### config.mk
export PLATFORM = sky130hd
export DESIGN_NAME = ram_sweep_ctrl
export DESIGN_NICKNAME = d
export VERILOG_FILES = /design/src/rtl/ram_ctrl_pkg.sv /design/src/rtl/addr_sweep_counter.sv /design/src/rtl/ram_sweep_ctrl.sv
export SDC_FILE = /design/constraint.sdc
export NUM_CORES = 1
export LEC_CHECK = 0
export ABC_AREA = 1
export CORE_MARGIN = 2
export CORE_UTILIZATION = 37
export CTS_BUF_LIST = sky130_fd_sc_hd__clkbuf_8
export CTS_CLUSTER_SIZE = 28
export DETAILED_ROUTE_END_ITERATION = 16
export GPL_TIMING_DRIVEN = 0
export PLACE_DENSITY_LB_ADDON = 0.25
export SYNTH_ARGS = -nofsm -noshare
export SYNTH_HDL_FRONTEND = slang
export SYNTH_SLANG_ARGS = --single-unit
### constraint.sdc
create_clock -name clock -period 1.4 [get_ports clock]
set_input_delay 0.14 -clock clock [delete_from_list [all_inputs] [get_ports clock]]
set_output_delay 0.14 -clock clock [all_outputs]
set_load 0.03 [all_outputs]
### src/rtl/ram_ctrl_pkg.sv
// Shared types and default widths for the ram8 sweep controller.
// State encoding is fixed; 2'b11 is illegal and recovers to CLEAR.
package ram_ctrl_pkg;

  typedef enum logic [1:0] {
    CLEAR = 2'b00,
    IDLE  = 2'b01,
    FILL  = 2'b10
  } state_t;

  localparam int RAM_ADDR_W = 3;
  localparam int RAM_DATA_W = 16;

endpackage

### src/rtl/addr_sweep_counter.sv
// Address up-counter for the clear/fill sweeps.
// Synchronous clear wins over enable; o_last flags the all-ones count.
module addr_sweep_counter #(
  parameter int ADDR_WIDTH = 3
) (
  input  logic                  i_clk,
  input  logic                  i_rst_n,
  input  logic                  i_clr,
  input  logic                  i_en,
  output logic [ADDR_WIDTH-1:0] o_count,
  output logic                  o_last
);

  logic [ADDR_WIDTH-1:0] r_count;

  // Count up while sweeping; wraps naturally after all-ones.
  always_ff @(posedge i_clk or negedge i_rst_n) begin
    if (!i_rst_n) begin
      r_count <= '0;
    end else if (i_clr) begin
      r_count <= '0;
    end else if (i_en) begin
      r_count <= r_count + 1'b1;
    end
  end

  assign o_count = r_count;
  assign o_last  = &r_count;

endmodule

### src/rtl/ram_sweep_ctrl.sv
// Front-end for ram8: clears after reset, passes CPU accesses
// in IDLE, and sweeps a fill word on request.
module ram_sweep_ctrl
  import ram_ctrl_pkg::*;
#(
  parameter int ADDR_WIDTH = RAM_ADDR_W,
  parameter int DATA_WIDTH = RAM_DATA_W
) (
  input  logic                  clock,
  input  logic                  reset_n,
  input  logic [DATA_WIDTH-1:0] cpu_in,
  input  logic [ADDR_WIDTH-1:0] cpu_addr,
  input  logic                  cpu_load,
  output logic                  cpu_ready,
  input  logic                  fill_req,
  input  logic [DATA_WIDTH-1:0] fill_value,
  output logic                  busy,
  output logic                  done,
  output logic [DATA_WIDTH-1:0] ram_in,
  output logic [ADDR_WIDTH-1:0] ram_addr,
  output logic                  ram_load
);

  state_t                r_state;
  logic [DATA_WIDTH-1:0] r_fill_word;
  logic                  r_done;

  logic [ADDR_WIDTH-1:0] w_sweep_addr;
  logic                  w_last;
  logic                  w_sweeping;

  assign w_sweeping = (r_state == CLEAR) ||
                      (r_state == FILL);

  addr_sweep_counter #(
    .ADDR_WIDTH(ADDR_WIDTH)
  ) u_cnt (
    .i_clk   (clock),
    .i_rst_n (reset_n),
    .i_clr   (!w_sweeping),
    .i_en    (w_sweeping),
    .o_count (w_sweep_addr),
    .o_last  (w_last)
  );

  // Sequencer: sweep until last address, then idle until a fill request.
  always_ff @(posedge clock or negedge reset_n) begin
    if (!reset_n) begin
      r_state     <= CLEAR;
      r_fill_word <= '0;
      r_done      <= 1'b0;
    end else begin
      case (r_state)
        CLEAR, FILL: begin
          r_done <= w_last;
          if (w_last) begin
            r_state <= IDLE;
          end
        end
        IDLE: begin
          r_done <= 1'b0;
          if (fill_req) begin
            r_fill_word <= fill_value;
            r_state     <= FILL;
          end
        end
        default: begin
          r_done  <= 1'b0;
          r_state <= CLEAR;
        end
      endcase
    end
  end

  assign busy      = w_sweeping;
  assign cpu_ready = (r_state == IDLE);
  assign done      = r_done;

  // RAM port mux: CPU pass-through in IDLE, sweep address otherwise.
  always_comb begin
    ram_addr = w_sweep_addr;
    ram_in   = '0;
    ram_load = 1'b0;
    case (r_state)
      CLEAR: begin
        ram_load = 1'b1;
      end
      FILL: begin
        ram_in   = r_fill_word;
        ram_load = 1'b1;
      end
      IDLE: begin
        ram_addr = cpu_addr;
        ram_in   = cpu_in;
        ram_load = cpu_load;
      end
      default: begin
        ram_load = 1'b0;
      end
    endcase
  end

endmodule
After elaboration in Yosys (flattened, before gate mapping)
Cells that the tools add are included.
W data, S select, Z words.
{"block": "totals", "input_bits": 39, "reg_bits": 22, "output_inout_bits": 23}
{"block": "classes", "mux": 8, "reduce_logical": 6, "n_eq_ne": 4, "n_addsub": 1}
{"cell": "$pmux W16 S2", "count": 1}
{"cell": "$mux W3", "count": 2}
{"cell": "$mux W2", "count": 2}
{"cell": "$ne A2 B1 Y1 const B", "count": 2}
{"cell": "$pmux W2 S2", "count": 1}
{"cell": "$reduce_and A2 Y1", "count": 2}
{"cell": "$add A3 B1 Y3 const B", "count": 1}
{"cell": "$reduce_and A3 Y1", "count": 1}
{"cell": "$eq A2 B1 Y1 const B", "count": 1}
{"cell": "$eq A2 B2 Y1 const B", "count": 1}
{"cell": "$logic_not A2 Y1", "count": 1}
{"cell": "$pmux W1 S2", "count": 1}
{"cell": "$reduce_or A2 Y1", "count": 1}
{"cell": "$logic_or A1 B1 Y1", "count": 1}
{"cell": "$mux W1", "count": 1}

Longest topological paths before layout
{"block": "depth", "depth_word": 4, "depth_mapped": 7}

By module
A second synthesis with hierarchy kept.
{"block": "unflattened", "cells_unflattened": 171, "area_unflattened_um2": 1380.1}
{"module": "ram_sweep_ctrl", "area_each_um2": 1228.7, "cells_per_inst": 154, "instances": 1, "seq_area_each_um2": 475.5}
{"module": "addr_sweep_counter", "area_each_um2": 151.4, "cells_per_inst": 17, "instances": 1, "seq_area_each_um2": 75.1}

Worst setup path before layout
Ideal clock, no wire load.
{"block": "synth_timing", "path_type": "reg2out", "startpoint": "register r_state[1]", "endpoint": "output port ram_in[10]", "path_slack_ns": -0.510, "t_arrival_ns": 1.770, "stages_incl_launch_ff": 7, "path_buffers": 2, "required_time_ns": 1.260, "path_cell_list": "dfrtp_1 > inv_1 > ha_1 > clkbuf_2 > buf_2 > nand2_1 > a21oi_1"}
{"block": "synth_between", "elab_chain_cells": 2, "word_cells_on_any_way": 3}
{"item": "from (decl)", "line_no": "ram_sweep_ctrl.sv:24", "rtl": "state_t r_state;"}
{"item": "from (signal assigned)", "line_no": "ram_sweep_ctrl.sv:49", "rtl": "r_state <= CLEAR;"}
{"item": "from (signal assigned)", "line_no": "ram_sweep_ctrl.sv:57", "rtl": "r_state <= IDLE;"}
{"item": "from (signal assigned)", "line_no": "ram_sweep_ctrl.sv:64", "rtl": "r_state <= FILL;"}
{"item": "$eq A2 B1 Y1"}
{"item": "via cpu_ready", "line_no": "ram_sweep_ctrl.sv:14", "rtl": "output logic cpu_ready,"}
{"item": "$pmux W16 S2", "line_no": "ram_sweep_ctrl.sv:84", "rtl": "case (r_state)"}
{"item": "to (decl)", "line_no": "ram_sweep_ctrl.sv:19", "rtl": "output logic [DATA_WIDTH-1:0] ram_in,"}
The timed path passes the listed nets, and every way through them passes these cells.

Worst setup path in the final report
{"block": "layout_timing", "startpoint": "register r_state[1]", "endpoint": "output port ram_in[8]"}
{"block": "layout_between", "elab_chain_cells": 2, "word_cells_on_any_way": 3}
{"item": "$eq A2 B1 Y1 / $eq A2 B2 Y1 (equally long branches)", "line_no": "ram_sweep_ctrl.sv:84"}
{"item": "$pmux W16 S2 *", "line_no": "ram_sweep_ctrl.sv:84"}
Every way passes the cells marked *; elsewhere a longest branch is shown, timed or not.

==> impl_metrics.yaml <==
drt:
  drc: 0
  routedWlPerCell_um: 17.6
  final_antenna_net_count: 0
  wl_mm: 5.15
  first_pass_iters: 4
  first_iter_violations: 53
  vias_per_cell: 5.20
  num_vias: 1525
worst_setup_path:
  rr_worst_depth: 9
  regToRegSetupSlack_ns: -0.13
  crit_end: "ram_in[8]"
  path_class: "reg2out"
  cp-startpoint: "r_state[1]"
  worstPathArrival_ns: 1.69
  end_kind: "output port"
  cp-start-kind: "flop"
  cp_max_fo: 8
  r2r_start: "r_state[1]"
  reg2reg_to: "r_state[0]"
  required_ns: 1.26
global_routing:
  first_global_vias: 1478
  grt_pass1_wl_mm: 6.89
  grt_usage_pct: 25.4
  grt_max_degree: 23
  antenna_found_initial: 0
  overflow: 0
final_layout:
  diodes: 0
  n_fill_cell: 174
  drive_gt1_share_pct: 45.8
  area_growth_syn_to_layout_pct: 114
  final_nets: 296
  mostFrequentLayoutCells: "nand2_1, clkdlybuf4s50_1, buf_6"
  final_common_cell: "nand2_1"
placement:
  gp_congestion: 0.789
  io_buffers: 60
  dp_slack_ns: -0.662
  hpwl_mm: 2.69
pwr:
  total_power_mw: 5.34
  swShare_pct: 43.9
  leakagePower_nw: 1.20
  power_frac_comb_pct: 67.0
  p_sw_mw: 2.34
  powerDensity_nw_per_um2: 2020
  pwr-share-clk_pct: 11.7
  seqPwrFrac_pct: 21.3
  intPower_mw: 3.00
  ir_drop_uv: 1880
synth:
  avgSynthCellArea_sq_um: 7.57
  yosys_warnings: 0
  syn-num-nets: 209
  synth-seq-cells: 22
  ys_seq_area_share_pct: 44.6
  syn_inst: 163
  syn_area_sq_um: 1230
  ys_types: 16
hold_path:
  hold_class: "in2reg"
  hold_depth: 3
timing:
  relSlewSlack_pct: 32.3
  fmax_mhz: 546
  final.setup.worst_slack_ns: -0.431
  tns_ns: -7.93
  rsz0062_at_grt: "yes"
  slew_violations: 0
  period_share_pct: 131
  final-hold-violation-count: 0
  worstMarginPinSlew_ns: 1.01
  finalCriticalPeriod_ns: 1.83
  setup_viol: 33
  fin_skew_ns: 0.0144
floorplanning:
  coreArea_sq_um: 3100
  row_count: 20
  initial_utilization_pct: 39.8
  die-height_um: 61.7
  die_area_sq_um: 3810
  io_pins: 62
  die-width_um: 61.7
clock_network:
  clockBufferDepth: 2
  cts_made_buffers: 3
  cts.reportedPaths.clkPinSlew_ns: 0.10
  hold_buffers: 0
  cts_tree: "yes"
  cts.sinks: 22
  htree_num_levels: 1
  root_buffer: "clkbuf_8"
  clock_latency_ns: 0.28
job:
  drv_cap: 0
run_status:
  violations: "setup timing"
  status: "finished, violations left"
==> sequential cells by signal, summed over array words and instances (netlist names) <==
name           cells
r_state            2
u_cnt.o_count      3
done               1
r_fill_word       16
==> how the worst min path moves through the flow <==
stage                       end        startpoint
4_1_cts         r_fill_word[14]          fill_req
3_3_place_gp   u_cnt.o_count[0]  u_cnt.o_count[0]
6_report         r_fill_word[3]          fill_req
5_1_grt          r_fill_word[0]          fill_req
2_1_floorplan              done           reset_n
3_5_place_dp   u_cnt.o_count[0]  u_cnt.o_count[0]
==> stage by stage <==
step / hold WS, ns / std cells / utilization, % / area, sq um
detailed placement: 0.452 / 267 / 68.2 / 2120
CTS: 0.195 / 286 / 80.8 / 2510
global route: 0.221 / 293 / 85.2 / 2640
floorplan: -0.156 / 163 / - / 1460
global placement: 0.446 / 267 / 68.2 / 2120
finish: 0.226 / 293 / 85.2 / 2640
==> metal layers <==
metal / share of wire [%] / GRT usage (%) / vias to the layer above
met5: 0 / 0 / -
met4: 1.9 / 10.6 / 0
met3: 5.6 / 4.35 / 11
met2: 55 / 46.8 / 69
met1: 37 / 28.9 / 755
li1: - / - / 690
==> cells by family after synthesis <==
group | share of synthesized area (%)
adders and majority gates | 7.10
muxes | 2.74
AOI/OAI and AO/OA | 7.30
buffers and inverters | 7.00
DFF | 44.6
and+or+nand+nor | 31.2
==> synthesized netlist by cell type (all sizes together) <==
cell	instances	area share (%)
ha	7	7.1
inv	8	2.4
nor2	5	1.7
nand2	73	23
buf	8	3.9
dfrtp	22	45
nand3	17	6.9
mux2	3	2.7
clkbuf	2	0.71
o21ai	1	0.41
a21oi	17	6.9
==> critical path, cell delays in order (launching register included) <==
cell	delay, ns
dfrtp_1	0.42
inv_2	0.09
buf_6	0.13
ha_4	0.28
inv_8	0.06
clkbuf_16	0.16
a21oi_4	0.12
buf_6	0.15
==> cell type report <==
class | instances | area [sq um] | area share [%]
Multi-Input combinational cell | 123 | 926 | 35.0
Timing Repair Buffer | 82 | 867 | 32.8
Sequential cell | 22 | 552 | 20.9
Buffer | 10 | 133 | 5.02
Tap cell | 44 | 55.1 | 2.08
Clock buffer | 3 | 41.3 | 1.56
Inverter | 8 | 40.0 | 1.51
Clock inverter | 1 | 30.0 | 1.14
==> power groups by stage <==
stage | logic (mW) | registers [mW] | clock network [mW]
after global routing | 3.77 | 1.16 | 0.662
final | 3.58 | 1.14 | 0.626
after floorplan | 1.69 | 1.08 | 0
after global placement | 2.30 | 1.10 | 0
after CTS | 3.15 | 1.10 | 0.614
after detailed placement | 2.36 | 1.11 | 0
==> what timing repair did <==
| action | 4_1_cts | 5_1_grt |
|---|---|---|
| endpoints found under the setup margin | 24 | 23 |
| pin swaps | 7 | 8 |
| hold endpoints to repair | 0 | 0 |
| cloned | 4 | 0 |
| setup buffers | 11 | 7 |
| gates resized for setup | 191 | 22 |
No activity file was read; power rests on OpenSTA's default activity.
